$ cat src/rtl/systolic_matmul_engine.sv
// Output-stationary SIZE x SIZE systolic matrix multiplier with a valid/ready operand and result
// handshake. Operands are latched once, and the diagonal skew is generated from the step counter.
module systolic_matmul_engine #(
    parameter int SIZE   = 3,
    parameter int DATA_W = 4,
    parameter int ACC_W  = 16,
    parameter int SIGNED = 0
) (
    input  logic                         clock,
    input  logic                         reset,
    input  logic                         in_valid,
    output logic                         in_ready,
    input  logic                         acc_en,
    input  logic [SIZE*SIZE*DATA_W-1:0]  a_flat,
    input  logic [SIZE*SIZE*DATA_W-1:0]  b_flat,
    output logic                         out_valid,
    input  logic                         out_ready,
    output logic [SIZE*SIZE*ACC_W-1:0]   c_flat,
    output logic                         busy
);

    localparam int LAST  = 3 * SIZE - 3;
    localparam int CNT_W = $clog2(3 * SIZE);

    typedef enum logic [1:0] {StIdle, StRun, StDone} state_e;

    state_e state_q, state_d;
    logic [CNT_W-1:0] cnt_q;
    logic start;

    logic [SIZE-1:0][SIZE-1:0][DATA_W-1:0] a_q, b_q;
    logic [SIZE-1:0][SIZE-1:0][DATA_W-1:0] a_in, b_in;
    logic [SIZE-1:0][SIZE-2:0][DATA_W-1:0] a_pipe;
    logic [SIZE-2:0][SIZE-1:0][DATA_W-1:0] b_pipe;
    logic [SIZE-1:0][SIZE-1:0][ACC_W-1:0]  acc_q, acc_sum;
    logic [SIZE-1:0][DATA_W-1:0]           feed_a, feed_b;

    function automatic logic [ACC_W-1:0] ext(input logic [DATA_W-1:0] v);
        if (SIGNED != 0) begin
            return {{(ACC_W-DATA_W){v[DATA_W-1]}}, v};
        end
        return {{(ACC_W-DATA_W){1'b0}}, v};
    endfunction

    always_comb begin
        state_d   = state_q;
        in_ready  = 1'b0;
        out_valid = 1'b0;
        busy      = 1'b0;
        case (state_q)
            StIdle: begin
                in_ready = 1'b1;
                if (in_valid) state_d = StRun;
            end
            StRun: begin
                busy = 1'b1;
                if (cnt_q == CNT_W'(LAST)) state_d = StDone;
            end
            StDone: begin
                out_valid = 1'b1;
                if (out_ready) state_d = StIdle;
            end
            default: state_d = StIdle;
        endcase
    end

    assign start = in_valid && in_ready;

    always_ff @(posedge clock) begin
        if (reset) state_q <= StIdle;
        else       state_q <= state_d;
    end

    // Edge feeds: row i carries A[i][k-i] and column j carries B[k-j][j] at step k.
    always_comb begin
        feed_a = '0;
        feed_b = '0;
        for (int i = 0; i < SIZE; i++) begin
            for (int t = 0; t < SIZE; t++) begin
                if (int'(cnt_q) == i + t) begin
                    feed_a[i] = a_q[i][t];
                    feed_b[i] = b_q[t][i];
                end
            end
        end
    end

    for (genvar i = 0; i < SIZE; i++) begin : g_row
        for (genvar j = 0; j < SIZE; j++) begin : g_col
            if (j == 0) begin : g_a_edge
                assign a_in[i][j] = feed_a[i];
            end else begin : g_a_pipe
                assign a_in[i][j] = a_pipe[i][j-1];
            end
            if (i == 0) begin : g_b_edge
                assign b_in[i][j] = feed_b[j];
            end else begin : g_b_pipe
                assign b_in[i][j] = b_pipe[i-1][j];
            end
            assign acc_sum[i][j] = acc_q[i][j] + ext(a_in[i][j]) * ext(b_in[i][j]);
        end
    end

    always_ff @(posedge clock) begin
        if (reset) begin
            a_q    <= '0;
            b_q    <= '0;
            a_pipe <= '0;
            b_pipe <= '0;
            acc_q  <= '0;
            cnt_q  <= '0;
        end else if (start) begin
            a_q    <= a_flat;
            b_q    <= b_flat;
            a_pipe <= '0;
            b_pipe <= '0;
            cnt_q  <= '0;
            if (!acc_en) acc_q <= '0;
        end else if (state_q == StRun) begin
            cnt_q <= cnt_q + 1'b1;
            acc_q <= acc_sum;
            for (int i = 0; i < SIZE; i++) begin
                a_pipe[i] <= a_in[i][SIZE-2:0];
            end
            b_pipe <= b_in[SIZE-2:0];
        end
    end

    assign c_flat = acc_q;

endmodule
$ cat config.mk
export PLATFORM = sky130hd
export DESIGN_NAME = systolic_matmul_engine
export DESIGN_NICKNAME = d
export VERILOG_FILES = /design/src/rtl/systolic_matmul_engine.sv
export SDC_FILE = /design/constraint.sdc
export NUM_CORES = 1
export LEC_CHECK = 0
export CORE_UTILIZATION = 30
export CTS_BUF_LIST = sky130_fd_sc_hd__clkbuf_8 sky130_fd_sc_hd__clkbuf_16
export CTS_CLUSTER_DIAMETER = 80
export DETAILED_ROUTE_END_ITERATION = 10
export DONT_BUFFER_PORTS = 1
export SKIP_LAST_GASP = 1
export SLEW_MARGIN = 20
export SYNTH_ARGS = -nofsm -noshare
export SYNTH_HDL_FRONTEND = slang
export SYNTH_SLANG_ARGS = --single-unit
$ cat constraint.sdc
create_clock -name clock -period 14.7 [get_ports clock]
set_clock_uncertainty 0.1 [all_clocks]
set_input_delay 2.94 -clock clock [delete_from_list [all_inputs] [get_ports clock]]
set_output_delay 2.94 -clock clock [all_outputs]
set_load 0.01 [all_outputs]
== Yosys cells after proc, flatten, opt, wreduce, memory -nomap -nowiden ==
Index checks and enable logic that the tools add are counted.
Storage, ports and cells
  register bits: 270
  bits of input ports: 77
  word-level logic and storage cells: 106
Cells by class
  eq/ne operators: 11
  multipliers: 9
  add/sub/neg operators: 10
  multiplexer cells: 28
  reductions and logical operators: 7
Operator list (count)
  144-bit two-way mux: 3
  16-bit by 8-bit adder with 16-bit output: 9
  4-bit by 4-bit multiplier with 8-bit output: 9
  4-bit two-way mux: 18
  4-bit by 3-bit equality test with 1-bit output (second input constant): 3
  2-bit != test (second input constant): 4
  2-bit two-way mux: 3
  2-bit one-hot mux with 3 select lines: 1
  4-bit by 1-bit adder with 4-bit output (second input constant): 1
  4-bit by 2-bit equality test with 1-bit output (second input constant): 1
  4-bit equality test (second input constant): 1
  4-bit logical NOT: 1
  1-bit two-way mux: 3
  3-bit AND reduction: 1
  2-bit by 1-bit equality test with 1-bit output (second input constant): 1
  2-bit equality test (second input constant): 1
  2-bit logical NOT: 1
  2-bit AND reduction: 1
  2-bit nonzero test: 1
  2-bit OR reduction: 1
  1-bit logical AND: 1

== Logic depth before layout (Yosys ltp) ==
Gate-level depths: netlist (run 1).
  word-level depth: 8
  depth in mapped cells: 22

== Worst setup path before layout (run 1) ==
OpenSTA, ideal clock, no wires.
  path type: register to register
  from: register cnt_q[0]
  to: register acc_q (netlist bit c_flat[44])
  stages on the path, launching flop included: 19
  setup slack: 9732 ps
  required time: 14530 ps
  path buffers: 2
  setup time: 70 ps
  arrival: 4798 ps
  cell sequence: dfxtp_1 -> inv_1 -> ha_1 -> and2_4 -> buf_6 -> nor2b_4 -> buf_6 -> a222oi_1 -> nand2b_1 -> fa_1 -> fa_1 -> fa_1 -> inv_1 -> ha_1 -> a21oi_1 -> a2111oi_0 -> nor2_1 -> or3_1 -> a21oi_1
Between the ends
  cells in the longest elaborated chain, start to end: 8
RTL lines
  start: declaration: line 28  | logic [CNT_W-1:0] cnt_q;
  start signal: assignment: line 120  | cnt_q <= cnt_q + 1'b1;
  4-bit by 3-bit equality test with 1-bit output: line 80  | if (int'(cnt_q) == i + t) begin
  4-bit two-way mux (2 in a row): line 80
  4-bit two-way mux *: line 80
  4-bit by 4-bit multiplier with 8-bit output *: line 100  | assign acc_sum[i][j] = acc_q[i][j] + ext(a_in[i][j]) * ext(b_in[i][j]);
  16-bit by 8-bit adder with 16-bit output *: line 100
  144-bit two-way mux *: line 119  | end else if (state_q == StRun) begin
  144-bit two-way mux *: line 112  | end else if (start) begin
  end signal: assignment: line 121  | acc_q <= acc_sum;
  end: declaration: line 35  | logic [SIZE-1:0][SIZE-1:0][ACC_W-1:0] acc_q, acc_sum;
Every way passes the cells marked *; elsewhere a longest branch is shown, timed or not. The select of a mux whose other input is x is not followed.
A chain may end at the register's enable or synchronous reset.

== Final worst setup path (run 1) ==
  from: register cnt_q[0]
  to: register acc_q (netlist bit c_flat[63])
Between the ends
  cells in the longest elaborated chain, start to end: 8
RTL lines (line)
  4-bit by 2-bit equality test with 1-bit output: 80
  4-bit two-way mux (2 in a row): 80
  4-bit two-way mux *: 80
  4-bit by 4-bit multiplier with 8-bit output *: 100
  16-bit by 8-bit adder with 16-bit output *: 100
  144-bit two-way mux *: 119
  144-bit two-way mux *: 112
Marked as above.

==> results.json, run 1 <==
{
  "status": "finished clean",
  "start_kind": "flip-flop",
  "synth_enable_flop_cells": 0,
  "postCtsHoldBufs": 0,
  "max_freq_mhz": 174,
  "multi_input_area_um2": 10500,
  "dpl_cell_area_um2": 17900,
  "clkTransAtPathRegs_ns": 0.06,
  "final_util_pct": 33.6,
  "drtAntennaViolNets": 0,
  "register_area_um2": 5410,
  "post-synth-top-count-cell": "nand2_1",
  "hold_class": "flip-flop to flip-flop",
  "path_class": "flip-flop to flip-flop",
  "drv_cap": 0,
  "syn_avg_cell_area_um2": 8.07,
  "cp_common_cell": "fa_1",
  "initial_core_util_pct": 30.4,
  "required_ns": 14.99,
  "port_buffers": 0,
  "dr.pass1.iters": 8,
  "nNetsFinal": 2418,
  "synth_area_um2": 17200,
  "core_area_um2": 56500,
  "period_minus_slack_ns": 5.74,
  "wire_per_inst_um": 17.1,
  "yosys_warnings": 0,
  "ctsRootBufferMaster": "clkbuf_16",
  "dieHeight_um": 241,
  "drt-initial-drc-count": 914,
  "post-synth-top-area-fraction_pct": 31.4,
  "dp_hpwl_um": 37200,
  "grt_first_pass_wirelength_um": 75700,
  "synth-seq-cells": 270,
  "yosysSeqAreaShare_pct": 31.4,
  "drv_slew": 0,
  "maxSlewHeadroom_pct": 31.5,
  "path_buf_inv": 1,
  "fp-row-count": 87,
  "overflow": 0,
  "p_total_w": 0.00163,
  "cp_cell_sequence": "ha_1, nor3b_2, nor2b_1, a22oi_1, nor2_1, a21oi_1, nand2b_1, fa_1, fa_1, fa_1, inv_1, ha_1, nand2b_1, a211oi_1, o21ai_0, nor4_1, xnor2_1, nor2_1",
  "worst_pin_slew_ns": 1.03,
  "pwr_density_cell_nw_per_um2": 86.1,
  "setup-tns-final_ns": 0,
  "cts_resized": 0,
  "finalHoldViolations": 0,
  "ir_worst_vdd_mv": 0.0708,
  "cts_tree": "built",
  "drc_errors": 0,
  "crit_arrival_ns": 6.04,
  "antenna_found_initial": 3,
  "clock_path_buffers": 3,
  "final.period_utilization_pct": 39.1,
  "ios": 224,
  "grt_max_degree": 121,
  "vias_per_cell": 4.91,
  "end_kind": "flip-flop",
  "drt_wl_total_um": 49200,
  "yosys-top-cells-area": "dfxtp_1 31%, ha_1 12%, fa_1 9.4%",
  "numCtsBuffers": 34,
  "grt.total_usage_pct": 16.7,
  "htreeDepth": 2,
  "n_fill_cell": 5836,
  "place.gp.congestion": 0.865,
  "power_leakage_nw": 7.81,
  "ys_types": 56,
  "syn_inst": 2131,
  "clk_latency_ns": 0.55,
  "max_stage_delay_ns": 0.56,
  "path_max_fanout": 9,
  "hold_ws_ns": 0.352,
  "critical_path.slowest_cell": "fa_1",
  "path_delay_family": "adder cells",
  "die_w_um": 241,
  "synthFlopType": "dfxtp_1",
  "setup_viol": 0,
  "rsz0062_at_grt": "no",
  "num_vias": 14100,
  "grt_pass1_vias": 13700,
  "post_cts_buffers": 0,
  "yosysTopAreaCell": "dfxtp_1",
  "clock-sinks": 270,
  "area_delta_synth_final_pct": 10.4,
  "async_flop_share_pct": 0,
  "final_area_um2": 19000,
  "drive_gt1_share_pct": 4.02,
  "synth_commonest_cells": "338 x nand2_1, 270 x dfxtp_1, 252 x inv_1",
  "die-area_um2": 58300,
  "synth_nets": 2455
}
-- cell type report --
class	instances	share of cell area [%]
flip-flops and latches	270	28.5
multi-input cells	1522	55.4
clock buffers	41	4.99
inverters	253	5.00
diodes	4	0.0527
well taps	756	4.98
clock inverters	15	0.494
repair buffers	13	0.620
-- logic make-up after synthesis --
group,count (synthesis),synth area share [%]
adders and majority gates,247,21.5
buffers and inverters,339,7.61
and+or+nand+nor,763,20.1
DFF,270,31.4
xor gates and xnor gates,100,5.10
AOI/OAI and AO/OA,412,14.3
-- cells in the final DEF (no fill, tap or decap), drive strengths merged, types with 3 or more instances in the layout --
cell type / instances
or4: 3
ha: 166
nand2: 338
buf: 13
a21oi: 199
a22oi: 40
clkinv: 7
o21a: 4
o211ai: 19
diode: 4
o221ai: 4
and2: 39
xnor2: 50
o22ai: 16
a32oi: 9
a21o: 8
nor3b: 3
inv: 260
clkbuf: 41
nand4: 12
or2: 4
fa: 81
nor2b: 66
or3: 11
xor2: 50
dfxtp: 270
a211oi: 18
nor3: 6
a211o: 3
nor4b: 3
and3: 3
o21ai: 72
nand2b: 41
nor4: 5
nand3: 26
nor2: 199
a222oi: 8
-- power breakdown --
group | leakage (nW) | internal [W] | switching [W]
Combinational | 5.09 | 0.0000207 | 0.0000627
Sequential | 2.19 | 0.000746 | 0.0000135
Clock | 0.536 | 0.000457 | 0.000333
-- through the flow --
stage | std cells | setup slack, ns
floorplan | 2131 | 9.73
finish | 2874 | 8.96
global placement | 2813 | 8.80
global route | 2872 | 8.54
detailed placement | 2813 | 8.94
CTS | 2869 | 8.92
-- sequential cells by signal, indices dropped and copies added (netlist names) --
register  cells
b_q          36
a_in         24
b_in         24
state_q       2
cnt_q         4
a_q          36
c_flat      144
-- layer usage --
layer / part of all wire [%] / global-route usage (%) / vias to the layer above
met5: 0 / 0 / -
met4: 2.3 / 5.04 / 0
met3: 6.1 / 3.43 / 66
met2: 48 / 28.7 / 364
met1: 44 / 20.9 / 6769
li1: - / - / 6915
-- worst register-to-register path, stage by stage (launching register included) --
cell      delay, ns
dfxtp_1        0.42
ha_1           0.22
nor3b_2        0.51
nor2b_1        0.55
a22oi_1        0.14
nor2_1         0.13
a21oi_1        0.14
nand2b_1       0.26
fa_1           0.56
fa_1           0.42
fa_1           0.49
inv_1          0.04
ha_1           0.33
nand2b_1       0.11
a211oi_1       0.40
o21ai_0        0.27
nor4_1         0.31
xnor2_1        0.16
nor2_1         0.05
-- path summary, 6_finish.rpt --
check	from	endpoint	slack (ns)	cells after the start
min	a_q[35]	a_q[35]	0.35	2
max	cnt_q[0]	c_flat[63]	8.96	18
max reg2reg	cnt_q[0]	c_flat[63]	8.96	18
min reg2reg	a_q[35]	a_q[35]	0.35	2
Power figures use the tool's default switching activity.
==> run 2: changes to the inputs <==
- clock period: 14.7 -> 6 ns (I/O delays scaled with it)
==> run 2 against run 1 <==
Design area is 1.2% higher. Worst setup slack got worse by 8.5 ns. Power rose to 2.6 times the previous value. Flip-flop and latch count stayed put. First-iteration DRC count decreased by 3.3%. Critical endpoint is now c_flat[44]. Sequential power rose by 140%. Count of clock-buffer cells in the layout is 3 higher.
==> results.json, run 2 (synthesized netlist as in run 1, its figures left out) <==
{
  "die_w_um": 241,
  "power_leakage_nw": 7.93,
  "core_area_um2": 56500,
  "initial_core_util_pct": 30.4,
  "start_kind": "flip-flop",
  "clock_path_buffers": 3,
  "drt-initial-drc-count": 884,
  "ff2ff_path_depth": 16,
  "status": "finished clean",
  "reg2reg_slack_ns": 0.41,
  "nNetsFinal": 2426,
  "grt_first_pass_wirelength_um": 76900,
  "grt_use_met1_pct": 21.2,
  "grt.total_usage_pct": 17.0,
  "critical_path.slowest_cell": "a2111oi_0",
  "period_minus_slack_ns": 5.59,
  "ir_worst_vdd_mv": 0.226,
  "fp-row-count": 87,
  "grt_max_degree": 121,
  "place.gp.congestion": 0.830,
  "grt_use_met3_pct": 3.62,
  "finalHoldViolations": 0,
  "path_class": "flip-flop to flip-flop",
  "crit_arrival_ns": 5.95,
  "clkTransAtPathRegs_ns": 0.06,
  "hold_class": "flip-flop to flip-flop",
  "max_stage_delay_ns": 0.62,
  "layout_common_cells": "337 x nand2_1, 270 x dfxtp_1, 256 x inv_1, 199 x a21oi_1, 197 x nor2_1",
  "cp_common_cell": "fa_1",
  "final.period_utilization_pct": 93.2,
  "p_total_w": 0.00427,
  "n_fill_cell": 5902,
  "area_delta_synth_final_pct": 11.8,
  "ctsRootBufferMaster": "clkbuf_16",
  "rsz0062_at_grt": "no",
  "r2r_end": "c_flat[44]",
  "whs_endpoint": "a_q[28]",
  "clk_latency_ns": 0.54,
  "r2r_start": "cnt_q[0]",
  "cts_tree": "built",
  "port_buffers": 0,
  "worst_pin_slew_ns": 0.935,
  "use_met2_pct": 29.2,
  "hold_start": "a_q[28]",
  "layout_commonest_cell": "nand2_1",
  "htreeDepth": 2,
  "wire_per_inst_um": 17.3,
  "dp_hpwl_um": 38000,
  "overflow": 0,
  "drv_slew": 0,
  "drv_cap": 0,
  "num_vias": 14200,
  "busiest_layer": "met2",
  "end_kind": "flip-flop",
  "path_max_fanout": 15,
  "clock-sinks": 270,
  "drive_gt1_share_pct": 4.70,
  "antenna_found_initial": 2,
  "setup_viol": 0,
  "die-area_um2": 58300,
  "ios": 224,
  "largest_reg_flops": 144,
  "cp_cell_sequence": "ha_1, and2_1, a222oi_1, buf_4, nand2b_1, fa_1, fa_1, fa_1, inv_1, ha_1, nand3_1, a2111oi_0, buf_4, nor2_1, or3_1, a21oi_1",
  "holdPathStages": 2,
  "required_ns": 6.36,
  "maxSlewHeadroom_pct": 37.7,
  "dieHeight_um": 241,
  "drc_errors": 0,
  "vias_per_cell": 4.91,
  "grt_pass1_vias": 14000,
  "max_freq_mhz": 179,
  "dr.pass1.iters": 8,
  "postCtsHoldBufs": 0,
  "pwr_density_cell_nw_per_um2": 222,
  "numCtsBuffers": 34,
  "setup-tns-final_ns": 0,
  "drtAntennaViolNets": 0,
  "drt_wl_total_um": 49800
}
[run 2: cell types whose count changed in the layout (fill, tap and decap cells not counted)]
| cell | previous run | this run |
|---|---|---|
| buf_4 | 12 | 20 |
| bufinv_16 | 0 | 4 |
| clkbuf_16 | 34 | 37 |
| a2111oi_0 | 0 | 1 |
| a2111oi_1 | 1 | 0 |
| clkinv_8 | 1 | 0 |
| clkinvlp_4 | 1 | 2 |
| diode_2 | 4 | 3 |
| inv_1 | 257 | 256 |
| inv_6 | 2 | 1 |
| nor2b_1 | 65 | 64 |
| nor2b_2 | 0 | 1 |
[run 2: worst max-delay path by stage]
stage | start | to | slack, ns | depth (start not counted)
final | cnt_q[0] | c_flat[44] | 0.41 | 16
after global routing | cnt_q[0] | c_flat[46] | 0.04 | 17
after CTS | cnt_q[0] | c_flat[63] | 0.33 | 18
after detailed placement | cnt_q[0] | c_flat[63] | 0.37 | 18
after global placement | cnt_q[0] | c_flat[46] | 0.41 | 17
after floorplan | cnt_q[0] | c_flat[44] | 1.03 | 18
[run 2: area by class of cell]
type	count	area (µm²)	share of cell area, %
Inverter	253	950	4.94
Multi-Input combinational cell	1522	10500	54.7
Tap cell	756	946	4.92
Clock inverter	17	193	1.00
Clock buffer	44	1020	5.32
Sequential cell	270	5410	28.1
Timing Repair Buffer	21	178	0.925
Antenna cell	3	7.51	0.0391
[run 2: power breakdown]
group | switching (W) | leakage, nW | internal (W)
Sequential | 0.0000326 | 2.19 | 0.00183
Combinational | 0.000153 | 5.13 | 0.0000516
Clock | 0.000831 | 0.613 | 0.00137
Total | 0.00102 | 7.93 | 0.00325
[run 2: worst max-delay path: cells and delay by family, from the launching register on]
family	cells	cell delay (ns)
simple gates	5	1.33
compound gates	3	1.00
fa+ha+maj	5	2.14
buf+inv	3	0.50
flops	1	0.45
[run 2: what timing repair did]
| action | 4_1_cts | 5_1_grt |
|---|---|---|
| buffers inserted | 0 | 0 |
| gates resized for setup | 0 | 1 |
| endpoints found under the setup margin | 0 | 3 |
[run 2: through the flow]
| step | util [%] | std cells | hold WS, ns | area [µm²] | setup slack, ns |
|---|---|---|---|---|---|
| 2_1_floorplan | - | 2131 | 0.336 | 17200 | 1.03 |
| 3_3_place_gp | 31.8 | 2821 | 0.339 | 18000 | 0.406 |
| 3_5_place_dp | 31.8 | 2822 | 0.343 | 18000 | 0.371 |
| 4_1_cts | 34.0 | 2883 | 0.352 | 19200 | 0.331 |
| 5_1_grt | 34.0 | 2885 | 0.370 | 19200 | 0.0395 |
| 6_report | 34.0 | 2886 | 0.351 | 19200 | 0.406 |
[run 2: layer usage]
layer,vias up,wire length [µm]
met5,-,0
met4,0,1130
met3,60,3350
met2,392,23700
met1,6767,21700
li1,6950,-
==> run 3: changes to the inputs <==
- CORE_ASPECT_RATIO: unset -> 2
==> run 3 against run 2 <==
Count of clock-buffer cells in the layout is 10 lower. Non-clock buffer count is 1 higher. Global-route usage is 0.33 points higher. Utilization is 0.43 points lower. Largest cell class unchanged.
==> results.json, run 3 (synthesized netlist as in run 1, its figures left out) <==
{
  "ios": 224,
  "numCtsBuffers": 28,
  "port_buffers": 0,
  "r2r_start": "cnt_q[1]",
  "final.period_utilization_pct": 91.6,
  "drv_cap": 0,
  "n_antenna_cell": 0,
  "wire_per_inst_um": 17.8,
  "drc_errors": 0,
  "required_ns": 6.34,
  "ir_worst_vdd_mv": 0.199,
  "setup_slack_ns": 0.507,
  "area_delta_synth_final_pct": 10.3,
  "grt_max_degree": 121,
  "fp-row-count": 123,
  "dp_hpwl_um": 39600,
  "overflow": 0,
  "clock-sinks": 270,
  "layout_common_cells": "337 x nand2_1, 270 x dfxtp_1, 253 x inv_1, 198 x a21oi_1, 197 x nor2_1",
  "dr.pass1.iters": 8,
  "setup_viol": 0,
  "hold_ws_ns": 0.355,
  "hold_class": "flip-flop to flip-flop",
  "clkTransAtPathRegs_ns": 0.07,
  "r2r_end": "c_flat[63]",
  "grt_pass1_vias": 14200,
  "path_max_fanout": 9,
  "hold_start": "a_q[20]",
  "end_kind": "flip-flop",
  "period_minus_slack_ns": 5.49,
  "place.gp.congestion": 0.876,
  "grt_first_pass_wirelength_um": 78300,
  "die-area_um2": 58300,
  "grt.total_usage_pct": 17.4,
  "final_util_pct": 33.6,
  "p_total_w": 0.00397,
  "layout_commonest_cell": "nand2_1",
  "cts_resized": 0,
  "drt_wl_total_um": 51100,
  "finalHoldViolations": 0,
  "status": "finished clean",
  "drtAntennaViolNets": 0,
  "drv_slew": 0,
  "die_w_um": 171,
  "crit_arrival_ns": 5.84,
  "num_vias": 14200,
  "setup-tns-final_ns": 0,
  "power_leakage_nw": 7.78,
  "vias_per_cell": 4.94,
  "nNetsFinal": 2421,
  "initial_core_util_pct": 30.4,
  "antenna_found_initial": 0,
  "ff2ff_path_depth": 19,
  "largest_reg_flops": 144,
  "rsz0062_at_grt": "no",
  "startpoint": "cnt_q[1]",
  "pre_cts_slack_ns": 0.562,
  "worst_pin_slew_ns": 0.879,
  "drive_gt1_share_pct": 4.44,
  "cts_tree": "built",
  "post_cts_buffers": 0,
  "start_kind": "flip-flop",
  "reg2reg_slack_ns": 0.51,
  "maxSlewHeadroom_pct": 41.4,
  "htreeDepth": 1,
  "postCtsHoldBufs": 0,
  "core_area_um2": 56500,
  "clock_path_buffers": 3,
  "max_freq_mhz": 182,
  "dieHeight_um": 341,
  "path_class": "flip-flop to flip-flop",
  "pwr_density_cell_nw_per_um2": 210,
  "cp-endpoint": "c_flat[63]",
  "ctsRootBufferMaster": "clkbuf_16",
  "drt-initial-drc-count": 680,
  "clk_latency_ns": 0.58
}
run 3: cell count changes in the layout (fill, tap and decap cells not counted), sizes merged:
cell | before | now
clkbuf | 44 | 34
clkinvlp | 2 | 7
diode | 3 | 0
inv | 258 | 255
clkinv | 6 | 4
buf | 21 | 22
run 3: where the power goes:
part	switching [W]	total (W)	internal, W
Sequential	0.0000321	0.00186	0.00183
Combinational	0.000152	0.000202	0.0000497
Clock	0.000810	0.00191	0.00110
Total	0.000995	0.00397	0.00298
run 3: worst min path at each step:
stage	slack, ns	cells past startpoint	end
floorplan	0.34	2	a_q[32]
global placement	0.35	2	a_q[24]
detailed placement	0.34	2	a_q[20]
CTS	0.35	2	a_q[20]
global route	0.38	2	b_q[11]
finish	0.36	2	a_q[20]
run 3: area by class of cell:
| class | instances | area [µm²] |
|---|---|---|
| fill | 5930 | 37500 |
| multi-input combinational | 1522 | 10500 |
| sequential | 270 | 5410 |
| inverter | 253 | 950 |
| tap | 750 | 938 |
| clock buffer | 34 | 783 |
| clock inverter | 17 | 216 |
| timing repair buffer | 22 | 165 |
run 3: metal layers:
| layer | global-route usage (%) | vias up | wire (µm) |
|---|---|---|---|
| li1 | - | 6901 | - |
| met1 | 18.8 | 6752 | 19500 |
| met2 | 31.5 | 421 | 25700 |
| met3 | 4.14 | 99 | 3700 |
| met4 | 7.48 | 0 | 2150 |
| met5 | 0 | - | 0 |
run 3: critical path, cell delays in order, from the launching register on:
cell,delay [ns]
dfxtp_1,0.36
inv_1,0.10
ha_1,0.18
nor3b_2,0.45
nor2b_1,0.54
a22oi_1,0.14
nor2_1,0.14
a21oi_1,0.11
nand2b_1,0.21
fa_1,0.57
fa_1,0.44
fa_1,0.49
inv_1,0.05
ha_1,0.33
nand2b_1,0.11
a211oi_1,0.34
o21ai_0,0.23
nor4_1,0.26
xnor2_1,0.16
nor2_1,0.05
run 3: stage by stage:
stage / area (µm²) / cells
finish: 19000 / 2868
global route: 19000 / 2868
CTS: 19000 / 2868
detailed placement: 18000 / 2817
global placement: 18000 / 2817
floorplan: 17200 / 2131
